## src/rtl/ct_iu_pipe1_preg_bcast_if.sv

```systemverilog
// ---------------------------------------------------------------------------
// ct_iu_pipe1_preg_bcast_if
//
// Bundles the pipe1 destination-preg broadcaster's handshake and bus signals.
//
//   Issue side (IQ -> broadcaster):
//     rtu_yy_xx_flush       pipeline flush
//     rf_inst_vld           pipe1 instruction issued in RF
//     rf_dst_vld            issued instruction writes a GPR
//     rf_dst_preg[6:0]      destination preg
//     rf_type[1:0]          00 ALU, 01 MULT, 10 DIV, 11 reserved
//     div_done              divider result ready next cycle
//
//   Broadcast side (broadcaster -> issue-queue dependency entries):
//     ctrl_xx_rf_pipe1_preg_lch_vld / dp_xx_rf_pipe1_dst_preg   ALU early wakeup
//     iu_idu_ex2_pipe1_mult_inst_vld / iu_idu_ex2_pipe1_preg    MULT early wakeup
//     iu_idu_div_inst_vld / iu_idu_div_preg                     DIV early wakeup
//     iu_idu_ex2_pipe1_wb_preg_vld / iu_idu_ex2_pipe1_wb_preg   write-back
//     iu_idu_div_busy                                           divide outstanding
//     iu_idu_pipe1_issue_stall                                  block pipe1 issue
//
// The broadcaster connects through the master modport; the issue/IDU side
// (or a testbench standing in for it) uses the slave modport.
// ---------------------------------------------------------------------------
interface ct_iu_pipe1_preg_bcast_if;

    logic       rtu_yy_xx_flush;
    logic       rf_inst_vld;
    logic       rf_dst_vld;
    logic [6:0] rf_dst_preg;
    logic [1:0] rf_type;
    logic       div_done;

    logic       ctrl_xx_rf_pipe1_preg_lch_vld;
    logic [6:0] dp_xx_rf_pipe1_dst_preg;
    logic       iu_idu_ex2_pipe1_mult_inst_vld;
    logic [6:0] iu_idu_ex2_pipe1_preg;
    logic       iu_idu_div_inst_vld;
    logic [6:0] iu_idu_div_preg;
    logic       iu_idu_ex2_pipe1_wb_preg_vld;
    logic [6:0] iu_idu_ex2_pipe1_wb_preg;
    logic       iu_idu_div_busy;
    logic       iu_idu_pipe1_issue_stall;

    modport master (
        input  rtu_yy_xx_flush,
        input  rf_inst_vld,
        input  rf_dst_vld,
        input  rf_dst_preg,
        input  rf_type,
        input  div_done,
        output ctrl_xx_rf_pipe1_preg_lch_vld,
        output dp_xx_rf_pipe1_dst_preg,
        output iu_idu_ex2_pipe1_mult_inst_vld,
        output iu_idu_ex2_pipe1_preg,
        output iu_idu_div_inst_vld,
        output iu_idu_div_preg,
        output iu_idu_ex2_pipe1_wb_preg_vld,
        output iu_idu_ex2_pipe1_wb_preg,
        output iu_idu_div_busy,
        output iu_idu_pipe1_issue_stall
    );

    modport slave (
        output rtu_yy_xx_flush,
        output rf_inst_vld,
        output rf_dst_vld,
        output rf_dst_preg,
        output rf_type,
        output div_done,
        input  ctrl_xx_rf_pipe1_preg_lch_vld,
        input  dp_xx_rf_pipe1_dst_preg,
        input  iu_idu_ex2_pipe1_mult_inst_vld,
        input  iu_idu_ex2_pipe1_preg,
        input  iu_idu_div_inst_vld,
        input  iu_idu_div_preg,
        input  iu_idu_ex2_pipe1_wb_preg_vld,
        input  iu_idu_ex2_pipe1_wb_preg,
        input  iu_idu_div_busy,
        input  iu_idu_pipe1_issue_stall
    );

endinterface

```

## src/rtl/ct_iu_pipe1_preg_bcast.sv

```systemverilog
// ---------------------------------------------------------------------------
// ct_iu_pipe1_preg_bcast
//
// Producer-side destination-preg broadcaster for integer pipe1
// (ALU / MULT / DIV). Follows each issued instruction's destination preg
// down the pipe, drives the early-wakeup and write-back broadcast buses,
// arbitrates the single pipe1 write-back slot and back-pressures issue.
//
// Ports:
//   forever_cpuclk  clock, rising edge
//   cpurst_b        asynchronous active-low reset
//   bus             ct_iu_pipe1_preg_bcast_if.master (issue inputs and
//                   broadcast outputs, see the interface file)
//
// Latencies from issue cycle n:
//   ALU   lch_vld in n, write-back in n+2
//   MULT  early wakeup in n+2, write-back in n+3
//   DIV   early wakeup in d+1, write-back >= d+2 (d = div_done cycle)
// ---------------------------------------------------------------------------
module ct_iu_pipe1_preg_bcast (
    input  logic                          forever_cpuclk,
    input  logic                          cpurst_b,
    ct_iu_pipe1_preg_bcast_if.master      bus
);

    localparam logic [1:0] TYPE_ALU  = 2'b00;
    localparam logic [1:0] TYPE_MULT = 2'b01;
    localparam logic [1:0] TYPE_DIV  = 2'b10;

    typedef enum logic [1:0] {
        DIV_IDLE = 2'b00,
        DIV_BUSY = 2'b01,
        DIV_WB   = 2'b10
    } div_state_t;

    logic       flush;
    logic       iss;
    logic       iss_alu;
    logic       iss_mult;
    logic       iss_div;

    logic       ex1_vld;
    logic       ex1_mult;
    logic [6:0] ex1_preg;
    logic       ex2_vld;
    logic [6:0] ex2_preg;

    div_state_t div_state;
    logic [6:0] div_preg_q;
    logic       div_inst_vld_q;

    logic       wb_vld_q;
    logic [6:0] wb_preg_q;

    logic       mult_wb_req;
    logic       alu_wb_req;
    logic       div_wb_req;
    logic       div_grant;
    logic       wb_sel_vld;
    logic [6:0] wb_sel_preg;

    // Issue qualification; reserved type 11 falls through every decode.
    assign flush    = bus.rtu_yy_xx_flush;
    assign iss      = bus.rf_inst_vld && bus.rf_dst_vld && !flush;
    assign iss_alu  = iss && (bus.rf_type == TYPE_ALU);
    assign iss_mult = iss && (bus.rf_type == TYPE_MULT);
    assign iss_div  = iss && (bus.rf_type == TYPE_DIV);

    // RF -> EX1 -> EX2 tracking. EX1 holds ALU and MULT; only MULT moves on
    // to EX2. The write-back register below plays the role of EX3 for MULT.
    // preg fields are not reset-sensitive to flush, only valids are.
    always_ff @(posedge forever_cpuclk or negedge cpurst_b) begin
        if (!cpurst_b) begin
            ex1_vld  <= 1'b0;
            ex1_mult <= 1'b0;
            ex1_preg <= 7'd0;
            ex2_vld  <= 1'b0;
            ex2_preg <= 7'd0;
        end else begin
            ex1_vld <= (iss_alu || iss_mult) && !flush;
            ex2_vld <= ex1_vld && ex1_mult && !flush;
            if (iss_alu || iss_mult) begin
                ex1_mult <= iss_mult;
                ex1_preg <= bus.rf_dst_preg;
            end
            if (ex1_vld && ex1_mult) begin
                ex2_preg <= ex1_preg;
            end
        end
    end

    // Write-back slot arbitration: MULT in EX2, then ALU in EX1, then the
    // divide waiting in WB. The issue stall guarantees MULT and ALU never
    // collide, so only the divide can ever be held off.
    always_comb begin
        mult_wb_req = ex2_vld;
        alu_wb_req  = ex1_vld && !ex1_mult;
        div_wb_req  = (div_state == DIV_WB);
        div_grant   = div_wb_req && !mult_wb_req && !alu_wb_req;
        wb_sel_vld  = 1'b0;
        wb_sel_preg = 7'd0;
        if (mult_wb_req) begin
            wb_sel_vld  = 1'b1;
            wb_sel_preg = ex2_preg;
        end else if (alu_wb_req) begin
            wb_sel_vld  = 1'b1;
            wb_sel_preg = ex1_preg;
        end else if (div_grant) begin
            wb_sel_vld  = 1'b1;
            wb_sel_preg = div_preg_q;
        end
    end

    // Registered write-back broadcast. The preg only updates on a grant so
    // the bus holds its last value while idle.
    always_ff @(posedge forever_cpuclk or negedge cpurst_b) begin
        if (!cpurst_b) begin
            wb_vld_q  <= 1'b0;
            wb_preg_q <= 7'd0;
        end else begin
            wb_vld_q <= wb_sel_vld && !flush;
            if (wb_sel_vld && !flush) begin
                wb_preg_q <= wb_sel_preg;
            end
        end
    end

    // Divide tracker. A second divide issued while one is outstanding is
    // ignored, and div_done outside BUSY is ignored. The early wakeup pulses
    // on the BUSY->WB transition, i.e. during the first WB cycle. Flush
    // beats everything, including a coincident div_done.
    always_ff @(posedge forever_cpuclk or negedge cpurst_b) begin
        if (!cpurst_b) begin
            div_state      <= DIV_IDLE;
            div_preg_q     <= 7'd0;
            div_inst_vld_q <= 1'b0;
        end else begin
            div_inst_vld_q <= 1'b0;
            if (flush) begin
                div_state <= DIV_IDLE;
            end else begin
                case (div_state)
                    DIV_IDLE: begin
                        if (iss_div) begin
                            div_state  <= DIV_BUSY;
                            div_preg_q <= bus.rf_dst_preg;
                        end
                    end
                    DIV_BUSY: begin
                        if (bus.div_done) begin
                            div_state      <= DIV_WB;
                            div_inst_vld_q <= 1'b1;
                        end
                    end
                    DIV_WB: begin
                        if (div_grant) begin
                            div_state <= DIV_IDLE;
                        end
                    end
                    default: begin
                        div_state <= DIV_IDLE;
                    end
                endcase
            end
        end
    end

    // The first stall term keeps an ALU from landing its n+2 write-back on
    // top of the MULT's n+3 one; the second lets the waiting divide win the
    // slot within two cycles.
    assign bus.iu_idu_pipe1_issue_stall       = (ex1_vld && ex1_mult) || (div_state == DIV_WB);

    assign bus.ctrl_xx_rf_pipe1_preg_lch_vld  = iss_alu;
    assign bus.dp_xx_rf_pipe1_dst_preg        = bus.rf_dst_preg;
    assign bus.iu_idu_ex2_pipe1_mult_inst_vld = ex2_vld;
    assign bus.iu_idu_ex2_pipe1_preg          = ex2_preg;
    assign bus.iu_idu_div_inst_vld            = div_inst_vld_q;
    assign bus.iu_idu_div_preg                = div_preg_q;
    assign bus.iu_idu_ex2_pipe1_wb_preg_vld   = wb_vld_q;
    assign bus.iu_idu_ex2_pipe1_wb_preg       = wb_preg_q;
    assign bus.iu_idu_div_busy                = (div_state != DIV_IDLE);

endmodule
```

## src/flat_wrapper.sv

```systemverilog
// flat-port wrapper written by rule: the top's interface ports become plain ports
module ct_iu_pipe1_preg_bcast_flat 
  (forever_cpuclk, cpurst_b, bus_rtu_yy_xx_flush, bus_rf_inst_vld, bus_rf_dst_vld, bus_rf_dst_preg, bus_rf_type, bus_div_done, bus_ctrl_xx_rf_pipe1_preg_lch_vld, bus_dp_xx_rf_pipe1_dst_preg, bus_iu_idu_ex2_pipe1_mult_inst_vld, bus_iu_idu_ex2_pipe1_preg, bus_iu_idu_div_inst_vld, bus_iu_idu_div_preg, bus_iu_idu_ex2_pipe1_wb_preg_vld, bus_iu_idu_ex2_pipe1_wb_preg, bus_iu_idu_div_busy, bus_iu_idu_pipe1_issue_stall);
  ct_iu_pipe1_preg_bcast_if bus_i ();
  input  logic forever_cpuclk;
  input  logic cpurst_b;
  input wire logic [$bits(bus_i.rtu_yy_xx_flush)-1:0] bus_rtu_yy_xx_flush;
  input wire logic [$bits(bus_i.rf_inst_vld)-1:0] bus_rf_inst_vld;
  input wire logic [$bits(bus_i.rf_dst_vld)-1:0] bus_rf_dst_vld;
  input wire logic [$bits(bus_i.rf_dst_preg)-1:0] bus_rf_dst_preg;
  input wire logic [$bits(bus_i.rf_type)-1:0] bus_rf_type;
  input wire logic [$bits(bus_i.div_done)-1:0] bus_div_done;
  output wire logic [$bits(bus_i.ctrl_xx_rf_pipe1_preg_lch_vld)-1:0] bus_ctrl_xx_rf_pipe1_preg_lch_vld;
  output wire logic [$bits(bus_i.dp_xx_rf_pipe1_dst_preg)-1:0] bus_dp_xx_rf_pipe1_dst_preg;
  output wire logic [$bits(bus_i.iu_idu_ex2_pipe1_mult_inst_vld)-1:0] bus_iu_idu_ex2_pipe1_mult_inst_vld;
  output wire logic [$bits(bus_i.iu_idu_ex2_pipe1_preg)-1:0] bus_iu_idu_ex2_pipe1_preg;
  output wire logic [$bits(bus_i.iu_idu_div_inst_vld)-1:0] bus_iu_idu_div_inst_vld;
  output wire logic [$bits(bus_i.iu_idu_div_preg)-1:0] bus_iu_idu_div_preg;
  output wire logic [$bits(bus_i.iu_idu_ex2_pipe1_wb_preg_vld)-1:0] bus_iu_idu_ex2_pipe1_wb_preg_vld;
  output wire logic [$bits(bus_i.iu_idu_ex2_pipe1_wb_preg)-1:0] bus_iu_idu_ex2_pipe1_wb_preg;
  output wire logic [$bits(bus_i.iu_idu_div_busy)-1:0] bus_iu_idu_div_busy;
  output wire logic [$bits(bus_i.iu_idu_pipe1_issue_stall)-1:0] bus_iu_idu_pipe1_issue_stall;
  assign bus_i.rtu_yy_xx_flush = bus_rtu_yy_xx_flush;
  assign bus_i.rf_inst_vld = bus_rf_inst_vld;
  assign bus_i.rf_dst_vld = bus_rf_dst_vld;
  assign bus_i.rf_dst_preg = bus_rf_dst_preg;
  assign bus_i.rf_type = bus_rf_type;
  assign bus_i.div_done = bus_div_done;
  assign bus_ctrl_xx_rf_pipe1_preg_lch_vld = bus_i.ctrl_xx_rf_pipe1_preg_lch_vld;
  assign bus_dp_xx_rf_pipe1_dst_preg = bus_i.dp_xx_rf_pipe1_dst_preg;
  assign bus_iu_idu_ex2_pipe1_mult_inst_vld = bus_i.iu_idu_ex2_pipe1_mult_inst_vld;
  assign bus_iu_idu_ex2_pipe1_preg = bus_i.iu_idu_ex2_pipe1_preg;
  assign bus_iu_idu_div_inst_vld = bus_i.iu_idu_div_inst_vld;
  assign bus_iu_idu_div_preg = bus_i.iu_idu_div_preg;
  assign bus_iu_idu_ex2_pipe1_wb_preg_vld = bus_i.iu_idu_ex2_pipe1_wb_preg_vld;
  assign bus_iu_idu_ex2_pipe1_wb_preg = bus_i.iu_idu_ex2_pipe1_wb_preg;
  assign bus_iu_idu_div_busy = bus_i.iu_idu_div_busy;
  assign bus_iu_idu_pipe1_issue_stall = bus_i.iu_idu_pipe1_issue_stall;
  ct_iu_pipe1_preg_bcast u_core (.forever_cpuclk(forever_cpuclk), .cpurst_b(cpurst_b), .bus(bus_i));
endmodule
```

## config.mk

```make
export PLATFORM = sky130hd
export DESIGN_NAME = ct_iu_pipe1_preg_bcast_flat
export DESIGN_NICKNAME = d
export VERILOG_FILES = /design/src/rtl/ct_iu_pipe1_preg_bcast_if.sv /design/src/rtl/ct_iu_pipe1_preg_bcast.sv /design/src/flat_wrapper.sv
export SDC_FILE = /design/constraint.sdc
export NUM_CORES = 1
export LEC_CHECK = 0
export CORE_MARGIN = 1
export CORE_UTILIZATION = 29
export DETAILED_ROUTE_END_ITERATION = 10
export DONT_BUFFER_PORTS = 1
export GPL_TIMING_DRIVEN = 0
export PLACE_DENSITY_LB_ADDON = 0.15
export SLEW_MARGIN = 30
export SYNTH_ARGS = -nofsm -noshare
export SYNTH_HDL_FRONTEND = slang
export SYNTH_SLANG_ARGS = --single-unit
```

## constraint.sdc

```tcl
create_clock -name forever_cpuclk -period 1.7 [get_ports forever_cpuclk]
set_input_delay 0.17 -clock forever_cpuclk [delete_from_list [all_inputs] [get_ports forever_cpuclk]]
set_output_delay 0.17 -clock forever_cpuclk [all_outputs]
set_load 0.01 [all_outputs]
```

# == Yosys cells after proc, flatten, opt, wreduce, memory -nomap -nowiden ==
# Cells that the tools add are included.
# op_classes
n_eq_ne,7
muxes,14
bitwise_logic,1
n_reduce_logical,23
# ops
op,count
$mux 7,3
$logic_and 1x1->1,12
$mux 2,4
$mux 1,6
$ne 3x3->1 const B,2
$pmux 2 s3,1
$reduce_and 3->1,2
$eq 2x1->1 const B,2
$eq 2x2->1 const B,2
$logic_not 1->1,4
$logic_not 2->1,2
$ne 3x2->1 const B,1
$logic_or 1x1->1,2
$reduce_bool 2->1,1
$not 1->1,1
# totals
register_bits,35
inputBits,15
output_inout_bits,34
elab_cells,55

# == Longest topological paths before layout ==
# Gate-level depths: netlist of run 1.
# depth
word_depth,8
ltp_mapped,6
mapped_depth_nobuf,4

# == Worst setup path after synthesis of run 1 ==
# Ideal clock, no wire load.
# synth_timing
path_type,register to register
startpoint,register u_core.div_state[0]
endpoint,register u_core.div_preg_q[0] (netlist: u_core.bus.iu_idu_div_preg[0])
setup_ns,0.125
arrival_time_ns,1.484
required_time_ns,1.575
slack_ns,0.091
path_stages_with_launch,5
n_path_buf,1
synth_period_minus_slack_ns,1.609
cell_sequence,dfrtp_1 > or2_1 > or3_1 > buf_6 > mux2_4
# synth_via
elab_chain_len,2
# synth_rtl
item,line_no,text
start: declaration,ct_iu_pipe1_preg_bcast.sv:48,div_state_t div_state;
start signal: assignment,ct_iu_pipe1_preg_bcast.sv:134,div_state <= DIV_IDLE;
start signal: assignment,ct_iu_pipe1_preg_bcast.sv:140,div_state <= DIV_IDLE;
start signal: assignment,ct_iu_pipe1_preg_bcast.sv:145,div_state <= DIV_BUSY;
$logic_not 2->1,ct_iu_pipe1_preg_bcast.sv:142,case (div_state)
$reduce_and 3->1 (no source line),n/a,
end signal: assignment,ct_iu_pipe1_preg_bcast.sv:146,div_preg_q <= bus.rf_dst_preg;
end: declaration,ct_iu_pipe1_preg_bcast.sv:49,logic [6:0] div_preg_q;
# No other way between the ends.
# A chain may end at the register's enable or synchronous reset.

# == Worst setup path after layout of run 1 ==
# layout_timing
startpoint,register u_core.div_state[1]
endpoint,register u_core.div_preg_q[0] (netlist: u_core.bus.iu_idu_div_preg[0])
# Same word-level chain as after synthesis.

==> out/summary.txt, run 1 <==
pwr dens -> 1190 nW/um^2
Skew-Pair Late Insertion Delay -> 0.28 ns
fin crit period -> 1.67 ns
TritonCTS clock tree -> yes
Distinct cells, synth -> 24
WHS -> 0.0276 ns
Inst Count DP -> 190
GPL Wtd Cong -> 0.666
final setup vio count -> 0
top-count cell post-synth -> dfrtp_1
pin slew with the least headroom to its limit -> 0.538 ns
Post-Synthesis Cells -> 120
post-DP HPWL -> 2270 um
Crit. Startpoint -> u_core.div_state[1]
Die ar. -> 5630 sq um
Post-synth ARST share -> 100%
layout cell share with drive strength beyond 1 -> 34.6%
Non-Filler Instances -> 203
Vias/cell -> 4.73
largest family of logic cells by synthesized area -> multiplexers
synth-to-layout area growth -> 15.9%
port bufs -> 0
synth warn -> 0
Die X -> 75.0 um
setup ws final -> 0.0335 ns
CTS Sinks -> 35
leakage power total -> 0.775 nW
Post-Synth Adder-Cell Area -> 0%
GRT Resource Usage Total -> 13.0%
register area share after synthesis -> 56.6%
post-synthesis compound-gate area fraction -> 8.25%
Fin Clk Skew -> 0.00503 ns
Post-Syn Area -> 1550 sq um
ANT nets after route -> 0
H-tree depth -> 2
total congestion overflow -> 0
maximum vdd ir drop -> 0.000334 V
Synth top area share -> 56.6%
reg2reg start -> u_core.div_state[1]
setup slack after placement -> -0.0461 ns
total power -> 2.14 mW
post-synthesis mux area share -> 17.7%
RSZ-0062 raised after global routing -> false
Seq cells post-synth -> 35
Max FO, Critical Path -> 7
global-route wire length before repair -> 5090 um
Arrival @ worst endpoint -> 1.83 ns
I/O pin count -> 49
CTS Root Cell -> clkbuf_8
vias in the first global route -> 1006
largest net degree at the start of global routing -> 36
setup TNS -> 0 ns
1st-iter DRT viols -> 49
final max-slew violation count -> 0
XOR/XNOR share of the synthesized area -> 0%
Hold Crit Class -> input port to flop
DRC -> 0
WP data required -> 1.87 ns
row count -> 26
Rel. slew slack -> 64.1%
DR pass1 iterations -> 4
fin area -> 1790 sq um
WL/cell -> 16.5 um
Final Hold Viols -> 0
Area contributors post-synth -> dfrtp_1, mux2_2, mux2_4
CP Class -> flop to flop
initial antenna violation count -> 0
maxcap violations -> 0
syn_area_per_cell -> 12.9 sq um
Final Core Density -> 35.1%
CP endpoint kind -> flop
Total Wirelength -> 3350 um
clock edge transition at the registers on the reported setup and hold paths -> 0.07 ns
Diodes inserted -> 0
placed instance area -> 1630 sq um
startpoint class of the critical path -> flop
initial core utilization -> 30.3%
clk buf depth -> 2
area leader, netlist -> dfrtp_1
commonest cells in the netlist -> dfrtp_1, mux2_2, nor2_1
fmax -> 0.600 GHz
Mapped Nets -> 135
Core Region -> 5110 sq um
period utilization -> 98.0%
min-delay src -> bus_rf_dst_preg[5]
cts bufs inserted -> 5
Primary FF master, synth -> dfrtp_1
Post-layout nets -> 147
Die Ht -> 75.0 um
Synth Area in Simple Gates -> 11.7%
Post-synth EDFFs -> 0
status -> finished, final reports clean
vias -> 961
[final timing paths]
kind	end	slack, ns	cells after the start
max in group asynchronous	u_core.bus.iu_idu_ex2_pipe1_wb_preg[1]	1.19	2
worst min register to register	u_core.div_state[0]	0.50	1
worst max-delay path	u_core.bus.iu_idu_div_preg[0]	0.03	4
worst max register to register	u_core.bus.iu_idu_div_preg[0]	0.03	4
min in group asynchronous	u_core.bus.iu_idu_div_inst_vld	0.33	2
worst min-delay path	u_core.bus.iu_idu_div_preg[5]	0.03	1
[critical path: stages, from the launching register on]
cell	delay, ns
dfrtp_1	0.41
or2_4	0.28
or3_1	0.39
buf_6	0.17
mux2_4	0.30
[flip-flops by register name, summed over array words and instances (netlist names)]
| name | count |
|---|---|
| u_core.bus.iu_idu_div_preg | 7 |
| u_core.bus.iu_idu_ex2_pipe1_preg | 7 |
| u_core.bus.iu_idu_ex2_pipe1_wb_preg | 7 |
| u_core.ex1_preg | 7 |
| u_core.div_state | 2 |
| u_core.bus.iu_idu_div_inst_vld | 1 |
| u_core.bus.iu_idu_ex2_pipe1_mult_inst_vld | 1 |
| u_core.bus.iu_idu_ex2_pipe1_wb_preg_vld | 1 |
| u_core.ex1_mult | 1 |
| u_core.ex1_vld | 1 |
[metal layers]
layer,routed length [um],vias up,global-route usage [%],share of wire (%)
li1,-,450,-,-
met1,1330,470,14.2,40
met2,1680,35,21.5,50
met3,291,6,6.29,8.7
met4,51,0,5.66,1.5
met5,0,-,0,0
[final cells by class]
type	instances	area (sq um)
flip-flops and latches	35	876
inverters	2	7.51
repair buffers	5	57.6
clock inverters	1	5.00
clock buffers	7	76.3
plain buffers	12	83.8
fillers	514	3310
multi-input cells	71	599
well taps	70	87.6
[cell families after synthesis]
group,count (synthesis)
compound gates,18
buf+inv,14
flops,35
mux,22
simple gates,31
[placed cells by master (no fill, tap or decap)]
| cell type | count |
|---|---|
| dfrtp_1 | 35 |
| mux2_2 | 15 |
| nor2_1 | 9 |
| nor3b_1 | 8 |
| a21oi_1 | 8 |
| buf_4 | 8 |
| mux2_4 | 7 |
| a221oi_1 | 7 |
| clkbuf_8 | 5 |
| nand2_1 | 3 |
| nand2b_1 | 3 |
| dlygate4sd3_1 | 3 |
| nor3_1 | 2 |
| clkbuf_2 | 2 |
| inv_1 | 2 |
| buf_2 | 2 |
| clkbuf_1 | 2 |
| or2_4 | 1 |
| nand3b_1 | 1 |
| nor2_2 | 1 |
| a31oi_4 | 1 |
| or3_1 | 1 |
| buf_6 | 1 |
| nor3b_4 | 1 |
| a31oi_1 | 1 |
| or2b_1 | 1 |
| o31ai_1 | 1 |
| clkinv_2 | 1 |
| buf_12 | 1 |
[power breakdown]
part           internal [mW]  leakage, nW  switching [mW]
sequential              1.03        0.437           0.244
clock                  0.287       0.0422           0.283
combinational          0.192        0.296          0.0997
[what timing repair did]
action / in CTS / in global routing
hold endpoints to repair: 39 / 0
hold buffers: 4 / 0
endpoints found under the setup margin: 8 / 8
pin swaps: 0 / 1
resized for setup: 4 / 1
buffers inserted: 0 / 1
(Power assumes the default switching activity.)
==> run 2: changes to the inputs <==
Settings changed: CAP_MARGIN set to 20.
==> results of run 2 <==
Final layout, timing and power as in run 1 (identical DEF).
==> run 3: changes to the inputs <==
--- a/config.mk
+++ b/config.mk
@@ -10,2 +10,3 @@
 export CORE_UTILIZATION = 29
+export CTS_CLUSTER_DIAMETER = 120
 export DETAILED_ROUTE_END_ITERATION = 10
--- a/constraint.sdc
+++ b/constraint.sdc
@@ -3,2 +3,2 @@
 set_output_delay 0.17 -clock forever_cpuclk [all_outputs]
-set_load 0.01 [all_outputs]
+set_load 0.02 [all_outputs]
==> out/summary.txt, run 3 (synthesis gave the netlist of run 1 again) <==
global-route wire length before repair -> 5120 um
Fin Clk Skew -> 0.00376 ns
Die ar. -> 5630 sq um
Final Hold Viols -> 0
min-delay src -> bus_rf_dst_preg[5]
Max FO, Critical Path -> 7
fin crit period -> 1.66 ns
final max-slew violation count -> 0
Vias/cell -> 4.82
pin slew with the least headroom to its limit -> 0.605 ns
R2R setup slack -> 0.04 ns
startpoint class of the critical path -> flop
cts bufs inserted -> 5
commonest cells after routing, fill and taps aside -> dfrtp_1, mux2_2, buf_4, nor2_1
Arrival @ worst endpoint -> 1.82 ns
layout cell share with drive strength beyond 1 -> 35.3%
initial core utilization -> 30.3%
reg2reg start -> u_core.div_state[1]
status -> finished, final reports clean
maximum vdd ir drop -> 0.000360 V
largest net degree at the start of global routing -> 36
pwr dens -> 1260 nW/um^2
worst hold stages -> 1
RR Endpoint -> u_core.bus.iu_idu_div_preg[0]
DRC -> 0
RSZ-0062 raised after global routing -> false
Total Wirelength -> 3390 um
r2r worst-path depth -> 3
synth-to-layout area growth -> 16.2%
row count -> 26
WL/cell -> 16.7 um
Die X -> 75.0 um
total power -> 2.26 mW
GRT Resource Usage Total -> 13.0%
1st-iter DRT viols -> 50
H-tree depth -> 2
Hold Path End -> u_core.bus.iu_idu_div_preg[5]
CP endpoint kind -> flop
WP data required -> 1.87 ns
setup ws final -> 0.0447 ns
TritonCTS clock tree -> yes
clk buf depth -> 2
period utilization -> 97.4%
clock edge transition at the registers on the reported setup and hold paths -> 0.07 ns
Skew-Pair Late Insertion Delay -> 0.28 ns
Die Ht -> 75.0 um
WHS -> 0.0279 ns
final setup vio count -> 0
Non-Filler Instances -> 203
I/O pin count -> 49
post-DP HPWL -> 2270 um
Diodes inserted -> 0
vias in the first global route -> 1013
Hold Crit Class -> input port to flop
GPL Wtd Cong -> 0.666
initial antenna violation count -> 0
CTS Root Cell -> clkbuf_8
CTS Sinks -> 35
DR pass1 iterations -> 4
Post-layout nets -> 147
vias -> 978
fillcell total -> 516
ANT nets after route -> 0
total congestion overflow -> 0
Core Region -> 5110 sq um
CP Class -> flop to flop
port bufs -> 0
fmax -> 0.604 GHz
leakage power total -> 0.777 nW
setup slack after placement -> -0.117 ns
maxcap violations -> 0
Rel. slew slack -> 59.4%
Inst Count DP -> 190
commonest non-fill, non-tap cell in the layout -> dfrtp_1
==> run 3: worst max path at each step <==
stage,startpoint,endpoint
2_1_floorplan,u_core.div_state[0],u_core.bus.iu_idu_div_preg[0]
3_3_place_gp,u_core.bus.iu_idu_ex2_pipe1_mult_inst_vld,u_core.bus.iu_idu_ex2_pipe1_wb_preg[3]
3_5_place_dp,u_core.bus.iu_idu_ex2_pipe1_mult_inst_vld,u_core.bus.iu_idu_ex2_pipe1_wb_preg[5]
4_1_cts,u_core.div_state[1],u_core.bus.iu_idu_div_preg[0]
5_1_grt,u_core.div_state[1],u_core.bus.iu_idu_div_preg[1]
6_report,u_core.div_state[1],u_core.bus.iu_idu_div_preg[0]
==> run 3: where the power goes <==
| part | internal (mW) | switching, mW | leakage [nW] |
|---|---|---|---|
| logic | 0.193 | 0.108 | 0.298 |
| clock network | 0.287 | 0.280 | 0.0422 |
| registers | 1.03 | 0.363 | 0.437 |
| total | 1.51 | 0.751 | 0.777 |
==> run 3: worst max-delay path, stage by stage (launching register included) <==
cell,delay [ns]
dfrtp_1,0.41
or2_4,0.30
or3_4,0.50
mux2_4,0.32
==> run 3: area by class of cell <==
type | instances | area [sq um] | share of cell area, %
inverters | 2 | 7.51 | 0.418
clock buffers | 7 | 76.3 | 4.25
plain buffers | 11 | 75.1 | 4.18
flip-flops and latches | 35 | 876 | 48.7
well taps | 70 | 87.6 | 4.87
repair buffers | 6 | 65.1 | 3.62
multi-input cells | 71 | 604 | 33.6
clock inverters | 1 | 5.00 | 0.279
==> run 3: metrics by stage <==
step,instance area (sq um),TNS (ns),util (%)
global placement,1630,-0.618,32.0
CTS,1790,0,35.0
detailed placement,1630,-0.947,32.0
global route,1800,0,35.2
floorplan,1550,0,-
finish,1800,0,35.2
==> run 3: routing by layer <==
metal / vias up / GRT usage (%) / part of all wire (%)
li1: 446 / - / -
met1: 488 / 14.2 / 39
met2: 38 / 21.6 / 50
met3: 6 / 6.29 / 8.8
met4: 0 / 5.66 / 1.6
met5: - / 0 / 0
==> run 3: timing repair <==
action,4_1_cts,5_1_grt
hold buffers,4,0
endpoints found under the setup margin,14,8
setup buffers,1,1
hold endpoints to repair,39,0
resized for setup,5,3
pin swaps,0,1
